===== src/rtl/seq_mul8u_ctrl_pkg.sv =====
// seq_mul8u_ctrl_pkg: state encoding, nibble step indices and their shift amounts
package seq_mul8u_ctrl_pkg;

    typedef enum logic [1:0] {IDLE, MUL, DONE} state_t;

    localparam logic [1:0] STEP_LL = 2'd0;
    localparam logic [1:0] STEP_LH = 2'd1;
    localparam logic [1:0] STEP_HL = 2'd2;
    localparam logic [1:0] STEP_HH = 2'd3;

    localparam logic [3:0] SHIFT_LL = 4'd0;
    localparam logic [3:0] SHIFT_LH = 4'd4;
    localparam logic [3:0] SHIFT_HL = 4'd4;
    localparam logic [3:0] SHIFT_HH = 4'd8;

    function automatic logic [3:0] step_shift(input logic [1:0] step);
        return step == STEP_LL ? SHIFT_LL :
               step == STEP_LH ? SHIFT_LH :
               step == STEP_HL ? SHIFT_HL : SHIFT_HH;
    endfunction

    // Lowest pending step wins, so steps always run in ll, lh, hl, hh order.
    function automatic logic [1:0] low_step(input logic [3:0] mask);
        return mask[STEP_LL] ? STEP_LL :
               mask[STEP_LH] ? STEP_LH :
               mask[STEP_HL] ? STEP_HL : STEP_HH;
    endfunction

endpackage


===== src/rtl/seq_mul8u_ctrl_core.sv =====
// mul4u4_core: combinational exact 4x4 unsigned multiplier
module mul4u4_core (
    input  logic [3:0] a,
    input  logic [3:0] b,
    output logic [7:0] p
);

    assign p = {4'd0, a} * {4'd0, b};

endmodule


===== src/rtl/seq_mul8u_ctrl.sv =====
// seq_mul8u_ctrl: 8x8 unsigned multiplier sequencing four nibble products through one 4x4 core
module seq_mul8u_ctrl
    import seq_mul8u_ctrl_pkg::*;
#(
    parameter bit SKIP_ZERO = 1'b1
) (
    input  logic        clk,
    input  logic        rst,
    input  logic        in_valid,
    output logic        in_ready,
    input  logic [7:0]  in_a,
    input  logic [7:0]  in_b,
    output logic        out_valid,
    input  logic        out_ready,
    output logic [15:0] out_p,
    output logic        busy
);

    state_t      state, state_next;
    logic [7:0]  op_a, op_b;
    logic [3:0]  mask, mask_next, in_mask, mask_rest;
    logic [15:0] acc, acc_next;
    logic [1:0]  step;
    logic [3:0]  core_a, core_b;
    logic [7:0]  pp;
    logic        accept;

    assign accept    = (state == IDLE) && in_valid;
    assign step      = low_step(mask);
    assign mask_rest = mask & (mask - 4'd1);
    assign core_a    = step[1] ? op_a[7:4] : op_a[3:0];
    assign core_b    = step[0] ? op_b[7:4] : op_b[3:0];

    // A step is only worth running when both of its nibbles are nonzero.
    always_comb begin
        in_mask          = 4'd0;
        in_mask[STEP_LL] = !SKIP_ZERO || (in_a[3:0] != 4'd0 && in_b[3:0] != 4'd0);
        in_mask[STEP_LH] = !SKIP_ZERO || (in_a[3:0] != 4'd0 && in_b[7:4] != 4'd0);
        in_mask[STEP_HL] = !SKIP_ZERO || (in_a[7:4] != 4'd0 && in_b[3:0] != 4'd0);
        in_mask[STEP_HH] = !SKIP_ZERO || (in_a[7:4] != 4'd0 && in_b[7:4] != 4'd0);
    end

    mul4u4_core u_core (
        .a (core_a),
        .b (core_b),
        .p (pp)
    );

    // Next-state, step mask and shifted accumulation.
    always_comb begin
        state_next = state;
        mask_next  = mask;
        acc_next   = acc;
        case (state)
            IDLE: if (in_valid) begin
                mask_next  = in_mask;
                acc_next   = 16'd0;
                state_next = in_mask == 4'd0 ? DONE : MUL;
            end
            MUL: begin
                acc_next   = acc + ({8'd0, pp} << step_shift(step));
                mask_next  = mask_rest;
                state_next = mask_rest == 4'd0 ? DONE : MUL;
            end
            DONE: state_next = out_ready ? IDLE : DONE;
            default: state_next = IDLE;
        endcase
    end

    // State, accumulator and operand registers; operands are only captured on accept.
    always_ff @(posedge clk or posedge rst) begin
        if (rst) begin
            state <= IDLE;
            mask  <= 4'd0;
            acc   <= 16'd0;
            op_a  <= 8'd0;
            op_b  <= 8'd0;
        end else begin
            state <= state_next;
            mask  <= mask_next;
            acc   <= acc_next;
            if (accept) begin
                op_a <= in_a;
                op_b <= in_b;
            end
        end
    end

    assign in_ready  = state == IDLE;
    assign out_valid = state == DONE;
    assign busy      = state != IDLE;
    assign out_p     = acc;

endmodule


===== config.mk =====
export PLATFORM = sky130hd
export DESIGN_NAME = seq_mul8u_ctrl
export DESIGN_NICKNAME = d
export VERILOG_FILES = /design/src/rtl/seq_mul8u_ctrl_pkg.sv /design/src/rtl/seq_mul8u_ctrl_core.sv /design/src/rtl/seq_mul8u_ctrl.sv
export SDC_FILE = /design/constraint.sdc
export NUM_CORES = 1
export LEC_CHECK = 0
export CORE_ASPECT_RATIO = 1.1
export CORE_MARGIN = 5
export CORE_UTILIZATION = 34
export DETAILED_ROUTE_END_ITERATION = 12
export GPL_TIMING_DRIVEN = 0
export PLACE_DENSITY = 0.55
export SLEW_MARGIN = 40
export SYNTH_ARGS = -nofsm -noshare
export SYNTH_HDL_FRONTEND = slang
export SYNTH_SLANG_ARGS = --single-unit

===== constraint.sdc =====
create_clock -name clk -period 7.4 [get_ports clk]
set_clock_uncertainty 0.15 [all_clocks]
set_input_delay 1.48 -clock clk [delete_from_list [all_inputs] [get_ports clk]]
set_output_delay 1.48 -clock clk [all_outputs]
set_load 0.01 [all_outputs]

### Word level (Yosys, flattened, before mapping)

Index checks and enable logic that the tools add are counted.

| storage, ports and cells | value |
|---|---|
| register bits after elaboration | 38 |
| input bits | 20 |
| output and inout bits | 19 |
| logic and storage cells | 48 |

| operators by class | value |
|---|---|
| add/sub/neg operators | 2 |
| multiply operators | 1 |
| equal/unequal tests | 5 |
| shift operators | 1 |
| muxes and demuxes | 17 |
| bitwise operators | 1 |
| reductions and logical operators | 16 |

Operator list:

| operator | count |
|---|---|
| $pmux W16 S2 | 1 |
| $mux W4 | 6 |
| $add A16 B16 Y16 | 1 |
| $mux W16 | 1 |
| $reduce_bool A4 Y1 | 4 |
| $shl A8 B4 Y16 | 1 |
| $mux W2 | 6 |
| $logic_not A4 Y1 | 2 |
| $mul A4 B4 Y8 | 1 |
| $pmux W4 S2 | 1 |
| $pmux W2 S3 | 1 |
| $logic_and A1 B1 Y1 | 5 |
| $and A4 B4 Y4 | 1 |
| $eq A2 B1 Y1 const B | 2 |
| $eq A2 B2 Y1 const B | 2 |
| $logic_not A2 Y1 | 2 |
| $reduce_bool A2 Y1 | 2 |
| $sub A4 B1 Y4 const B | 1 |
| $ne A2 B2 Y1 const B | 1 |
| $reduce_and A2 Y1 | 1 |
| $mux W1 | 1 |

### Longest topological paths before layout

Gate-level depths: netlist of the first run.

| depth | value |
|---|---|
| depth in word-level cells | 10 |
| gate-level depth with buffers | 22 |
| depth with buffers taken out | 22 |

### Modules after synthesis

A second synthesis of the first run with hierarchy kept.

| second synthesis, totals | value |
|---|---|
| cell total of the unflattened synthesis | 315 |
| area total of the unflattened synthesis | 2947.8 um^2 |

Modules (own cells, without submodules):

| module | instances | cells each | area an instance (um^2) | seq. area each (um^2) |
|---|---|---|---|---|
| seq_mul8u_ctrl | 1 | 264 | 2483.6 | 950.9 |
| mul4u4_core | 1 | 51 | 464.2 | 0.0 |

### Least setup slack after synthesis of the first run

No wires, ideal clock.

| timing | value |
|---|---|
| kind | register to register |
| from | register mask[0] |
| to | register acc[13], in the netlist out_p[13] |
| setup time | 0.122 ns |
| arrival | 4.970 ns |
| data required time | 7.128 ns |
| slack | 2.159 ns |
| stages on the path, launching flop included | 23 |
| buffers on the path | 1 |
| period minus slack after synthesis | 5.241 ns |
| path through | dfrtp_1 buf_2 nor2_2 mux2i_1 or2_2 fa_1 inv_1 fa_1 inv_1 fa_1 o21bai_1 a21oi_1 xnor2_1 mux2i_1 nor2_1 ha_1 or2_1 and4b_1 o2111ai_2 and2_4 nor2_2 or3_1 a32o_1 |

| on the way | value |
|---|---|
| word-level cells in the longest chain between the ends | 8 |
| elaborated cells on any way between the ends | 13 |
| those cells by class | 1 x add/sub; 1 x mul; 2 x eq/ne; 1 x shift; 7 x mux; 1 x reduce/logical |

Ends and longest elaborated chain:

| element | line | source |
|---|---|---|
| start: declaration | seq_mul8u_ctrl.sv:21 | `logic [3:0] mask, mask_next, in_mask, mask_rest;` |
| start signal: assignment | seq_mul8u_ctrl.sv:80 | `mask <= mask_next;` |
| $mux W2 (*) | seq_mul8u_ctrl_pkg.sv:24 | `return mask[STEP_LL] ? STEP_LL :` |
| branches (longest 4 deep; another with $mul A4 B4 Y8) | n/a |  |
| $shl A8 B4 Y16 (*) | seq_mul8u_ctrl.sv:61 | `acc_next = acc + ({8'd0, pp} << step_shift(step));` |
| $add A16 B16 Y16 (*) | seq_mul8u_ctrl.sv:61 |  |
| $pmux W16 S2 (*) | seq_mul8u_ctrl.sv:54 | `case (state)` |
| end signal: assignment | seq_mul8u_ctrl.sv:81 | `acc <= acc_next;` |
| end: declaration | seq_mul8u_ctrl.sv:22 | `logic [15:0] acc, acc_next;` |

Every way passes the cells marked *.
A chain may end at the register's enable or synchronous reset.

### Worst setup path after layout of the first run

Same ends and word-level chain as after synthesis.

==> flow_summary.toml, run 1 <==
[detailed_routing]
routed_wl_microns = 6950
drt-vias-per-instance = 5.15
num_vias = 2395
wire_per_inst_microns = 14.9
ant_nets = 0
first_pass_iters = 4
drc = 0
initialDrtViolationCount = 67

[global_routing]
antenna_found_initial = 0
overflow = 0
grt_use_total_pct = 13.8
grt_pass1_wl_microns = 11800
grt_max_degree = 39
grt_pass1_vias = 2443

[synth]
synth_area_leaders = "dfrtp_1, ha_1, mux2_2, nand2_1, nor2_1"
synth_commonest_cells = "dfrtp_1, nand2_1, nor2_1"
muxShareOfSynthArea_pct = 10.7
synth_top_family_by_area = "compound AO/OA/AOI/OAI gates"
yosys.cell_types.count = 53
yosys.area_share.adder_pct = 15.7
yosysWarnings = 0
synth_edf_count = 0
ys_seq_area_share_pct = 32.4
synth.most_common_cell = "dfrtp_1"
synth_xor_area_share_pct = 4.77
ys_seq_elements = 38
synthSimpleGateAreaFrac_pct = 16.8
syn_nets = 361
synth_compound_area_share_pct = 16.9
synth.cell_area_sq_um = 2940
synthArstFlopShare_pct = 100
synth_top_flop_cell = "dfrtp_1"
avgSynthCellArea_sq_um = 9.53
synth_top_area_cell = "dfrtp_1"
yosysTopAreaCellShare_pct = 32.4
syn-instance-count = 308

[worst_setup_path]
crit_end = "out_p[13]$_DFFE_PP0P_"
endpoint_kind = "flop"
start_kind = "flop"
cp.depth = 22
timing.rr.start = "mask[0]$_DFFE_PP0P_"
cp_cell_sequence = "buf_2 > nor2_2 > mux2i_1 > or2_2 > fa_1 > inv_1 > fa_1 > inv_1 > fa_1 > o21bai_1 > a21oi_1 > xnor2_1 > mux2i_1 > nor2_1 > ha_1 > or2_1 > and4b_1 > o2111ai_2 > and2_4 > nor2_2 > or3_1 > a32o_1"
cpPeakStageDelay_ps = 570
slowest_stage = "fa_1"
crit_buf_inv = 3
path_class = "reg -> reg"
r2r_setup_slack_ps = 1690
cp_common_cell = "fa_1"
startpoint = "mask[0]$_DFFE_PP0P_"
r2r-end = "out_p[13]$_DFFE_PP0P_"
cpLargestDelayFamily = "adder cells"
crit_arrival_ps = 5760
crit_fanout = 6
cp.required_ps = 7450
rr_worst_depth = 22

[placement]
dp_hpwl_microns = 5550
io_buffers = 38
place_congestion = 0.803

[clocking]
clock_sinks = 38
post_cts_buffers = 0
numCtsBuffers = 5
path_clk_slew_ps = 90
holdBufCountCts = 0
cts_tree = "built"
cts_buffer_depth = 2
clk_latency_ps = 300
post_cts_resized = 0
cts.htree.levels = 2
cts-root-buf = "clkbuf_8"

[sta]
hold_viol_final = 0
grt_setup_unrepaired = "no"
setup_viol = 0
finalCritPeriodShare_pct = 77.2
finalSetupTns_ps = 0
period_needed_ps = 5710
final_max_slew_viol_count = 0
tightest_slew_ps = 650
slew-limit-headroom_pct = 56.3
hold_slack_ps = 362
max_freq_ghz = 0.175

[floorplanning]
io-pin-count = 39
core_area_sq_um = 8410
start_util_pct = 34.9
std_cell_rows = 35
dieArea_sq_um = 10600
die_height_microns = 107
die_w_microns = 98.6

[cells_and_area]
synthToLayoutAreaGrowth_pct = 21.0
nets = 406
antenna_cells = 0
drive_above_1_share_pct = 13.0

[worst_hold_path]
hold_start = "op_b[7]$_DFFE_PP0P_"
hold_path_class = "reg -> reg"

[status]
status = "finished clean"

[run]
maxCapViolCount = 0
-- routing by layer --
layer  vias up  share of wire (%)  global-route usage (%)
li1       1193                  -                       -
met1      1154                 46                    17.5
met2        42                 50                    24.3
met3         6                3.3                    2.27
met4         0                1.2                    3.51
met5         -                  0                       0
-- cell type report --
class,count,area [sq um]
flip-flops and latches,38,951
plain buffers,10,40.0
well taps,111,139
fillers,865,4860
clock inverters,2,12.5
inverters,11,43.8
repair buffers,38,380
multi-input cells,249,1900
clock buffers,6,82.6
-- per-stage QoR --
step	util, %	std cells	setup slack (ps)	instance area (sq um)
3_3_place_gp	41.1	457	1700	3450
3_5_place_dp	41.1	457	1680	3460
6_report	42.2	465	1690	3550
2_1_floorplan	-	308	2160	2940
4_1_cts	42.2	465	1660	3550
5_1_grt	42.2	465	1340	3550
-- how the worst min path moves through the flow --
stage               cells after the start                  end  slack [ps]
CTS                                     1  op_b[7]$_DFFE_PP0P_         370
detailed placement                      1  op_b[7]$_DFFE_PP0P_         350
global route                            1  op_b[7]$_DFFE_PP0P_         380
floorplan                               2  mask[3]$_DFFE_PP0P_         320
finish                                  1  op_b[7]$_DFFE_PP0P_         360
global placement                        1  op_a[7]$_DFFE_PP0P_         340
-- registers in the layout (all words and copies together) (netlist names) --
name and cells:
op_b 8, op_a 8, state 2, out_p 16, mask 4
-- cell families (layout without fill, tap and decap cells) --
logic type / Yosys count / count (layout)
buffers and inverters: 21 / 67
flip-flops: 38 / 38
multiplexers: 29 / 29
XOR/XNOR: 16 / 16
AO/OA/AOI/OAI: 68 / 68
adder cells (fa/ha/maj): 34 / 34
AND/OR/NAND/NOR: 102 / 102
-- placed cells by master (no fill, tap or decap), types with 3 or more instances in the layout --
master | synthesis | final
clkdlybuf4s50_1 | 0 | 38
dfrtp_1 | 38 | 38
nor2_1 | 30 | 30
nand2_1 | 30 | 30
ha_1 | 28 | 28
mux2_2 | 19 | 19
o22ai_1 | 16 | 16
a21oi_1 | 12 | 12
o21ai_0 | 10 | 10
inv_1 | 11 | 10
mux2i_1 | 10 | 10
xnor2_1 | 8 | 8
xor2_1 | 8 | 8
clkbuf_1 | 7 | 7
nor2b_1 | 7 | 7
clkbuf_8 | 0 | 6
a21o_1 | 5 | 5
fa_1 | 5 | 5
nor3_1 | 4 | 4
nand3_1 | 4 | 4
nor3b_1 | 3 | 3
nand2b_1 | 3 | 3
or2_2 | 3 | 3
o21bai_1 | 3 | 3
Power of run 1 is left out: the tool's default activity adds up to more than one toggle a clock period on the data nets, which glitch-free logic cannot reach.
==> inputs of run 2 (changes only) <==
PLACE_DENSITY = 0.57   (was 0.55)
clock period = 5.1 ns   (was 7.4 ns; I/O delays follow)
==> run 2 against run 1 <==
  * The run now ends with setup timing left
  * Sequential share of layout area decreased by 2.7 points
  * Core utilization increased by 4.8 points
  * Clock-buffer cell count decreased by 1
  * Critical path type unchanged
==> flow_summary.toml, run 2 (synthesis results as in run 1) <==
[sta]
period_needed_ps = 5320
worst_slack_ps = -218
final_max_slew_viol_count = 0
max_freq_ghz = 0.188
hold_viol_final = 0
setup_viol = 6
finalCritPeriodShare_pct = 104
tightest_slew_ps = 728
finalSetupTns_ps = -879
grt_setup_unrepaired = "yes"
slew-limit-headroom_pct = 51.0

[status]
violations = "setup timing"
status = "complete, but fails checks"

[clocking]
cts.htree.levels = 2
holdBufCountCts = 0
cts_tree = "built"
numCtsBuffers = 5
path_clk_slew_ps = 90
clk_latency_ps = 300
cts-root-buf = "clkbuf_8"
clock_sinks = 38
cts_buffer_depth = 2

[cells_and_area]
synthToLayoutAreaGrowth_pct = 34.7
final_cells = 489
multi_input_area_sq_um = 2050
drive_above_1_share_pct = 23.5
largest_register_ff_count = 16
final_common_cell = "clkdlybuf4s50_1"
stdcell_area_sq_um = 3950
fill_cells = 822
antenna_cells = 0
final_cell_mix = "clkdlybuf4s50_1, dfrtp_1, nand2_1, nor2_1, ha_1"
seq_area_sq_um = 952
nets = 430

[worst_setup_path]
crit_arrival_ps = 5330
timing.rr.start = "mask[1]$_DFFE_PP0P_"
r2r-end = "out_p[14]$_DFFE_PP0P_"
r2r_setup_slack_ps = -220
cp.required_ps = 5120
endpoint_kind = "flop"
start_kind = "flop"
path_class = "reg -> reg"
crit_fanout = 5
rr_worst_depth = 22

[placement]
dp_hpwl_microns = 5570
place_area_sq_um = 3480
place_congestion = 0.847
io_buffers = 38
placed_cells = 457

[floorplanning]
dieArea_sq_um = 10600
io-pin-count = 39
start_util_pct = 34.9
core_area_sq_um = 8410
die_w_microns = 98.6
std_cell_rows = 35
die_height_microns = 107

[global_routing]
overflow = 0
grt_max_degree = 39
grt_use_total_pct = 14.4
grt_pass1_wl_microns = 12400
grt_pass1_vias = 2524
antenna_found_initial = 0

[worst_hold_path]
min_path_cells = 1
holdPathEnd = "op_b[0]$_DFFE_PP0P_"
hold_start = "op_b[0]$_DFFE_PP0P_"
hold_path_class = "reg -> reg"

[run]
maxCapViolCount = 0

[detailed_routing]
drt-vias-per-instance = 5.14
first_pass_iters = 4
wire_per_inst_microns = 15.3
routed_wl_microns = 7500
ant_nets = 0
initialDrtViolationCount = 90
drc = 0
num_vias = 2513
## run 2: worst max path at each step
stage	cells past startpoint	end	slack (ps)	startpoint
detailed placement	22	out_p[13]$_DFFE_PP0P_	-400	mask[1]$_DFFE_PP0P_
global route	23	out_p[13]$_DFFE_PP0P_	-440	mask[1]$_DFFE_PP0P_
CTS	23	out_p[13]$_DFFE_PP0P_	-200	mask[1]$_DFFE_PP0P_
global placement	20	out_p[13]$_DFFE_PP0P_	-360	mask[0]$_DFFE_PP0P_
floorplan	22	out_p[13]$_DFFE_PP0P_	20	mask[1]$_DFFE_PP0P_
finish	22	out_p[14]$_DFFE_PP0P_	-220	mask[1]$_DFFE_PP0P_
## run 2: cell type report
| class | count | area share (%) |
|---|---|---|
| clock inverters | 3 | 1.74 |
| inverters | 11 | 1.11 |
| well taps | 111 | 3.51 |
| multi-input cells | 249 | 51.9 |
| flip-flops and latches | 38 | 24.1 |
| clock buffers | 5 | 1.74 |
| repair buffers | 62 | 14.8 |
| plain buffers | 10 | 1.08 |
## run 2: stage by stage
stage	hold slack, ps	utilization, %	setup WS, ps
3_3_place_gp	343	41.4	-361
4_1_cts	373	45.7	-196
6_report	371	47.0	-218
5_1_grt	405	47.0	-440
3_5_place_dp	352	41.4	-403
2_1_floorplan	321	-	25.0
## run 2: metal layers
metal | track usage (%) | wire (microns)
met1 | 18.9 | 3390
met2 | 24.2 | 3720
met3 | 2.07 | 282
met4 | 4.78 | 116
met5 | 0 | 0
## run 2: timing repair
action | in CTS | in global routing
buffers inserted | 19 | 8
setup endpoints to repair | 8 | 9
gates resized for setup | 14 | 10
pin swaps | 21 | 9
hold endpoints to repair | 0 | 0
## run 2: critical path: stages (launching register included)
cell and delay, ps:
dfrtp_2 450, inv_2 80, a21oi_4 50, buf_12 140, mux2i_4 190, or2_4 240
fa_1 550, inv_2 40, fa_1 550, inv_1 70, fa_2 350, xor2_1 170
mux2_2 310, nor2_2 150, ha_4 230, a21o_1 220, a221oi_4 350, a21oi_2 120
a211oi_2 300, buf_4 170, o31ai_2 60, xnor2_1 160, o21ai_1 70
Power of run 2 is left out for the same reason.
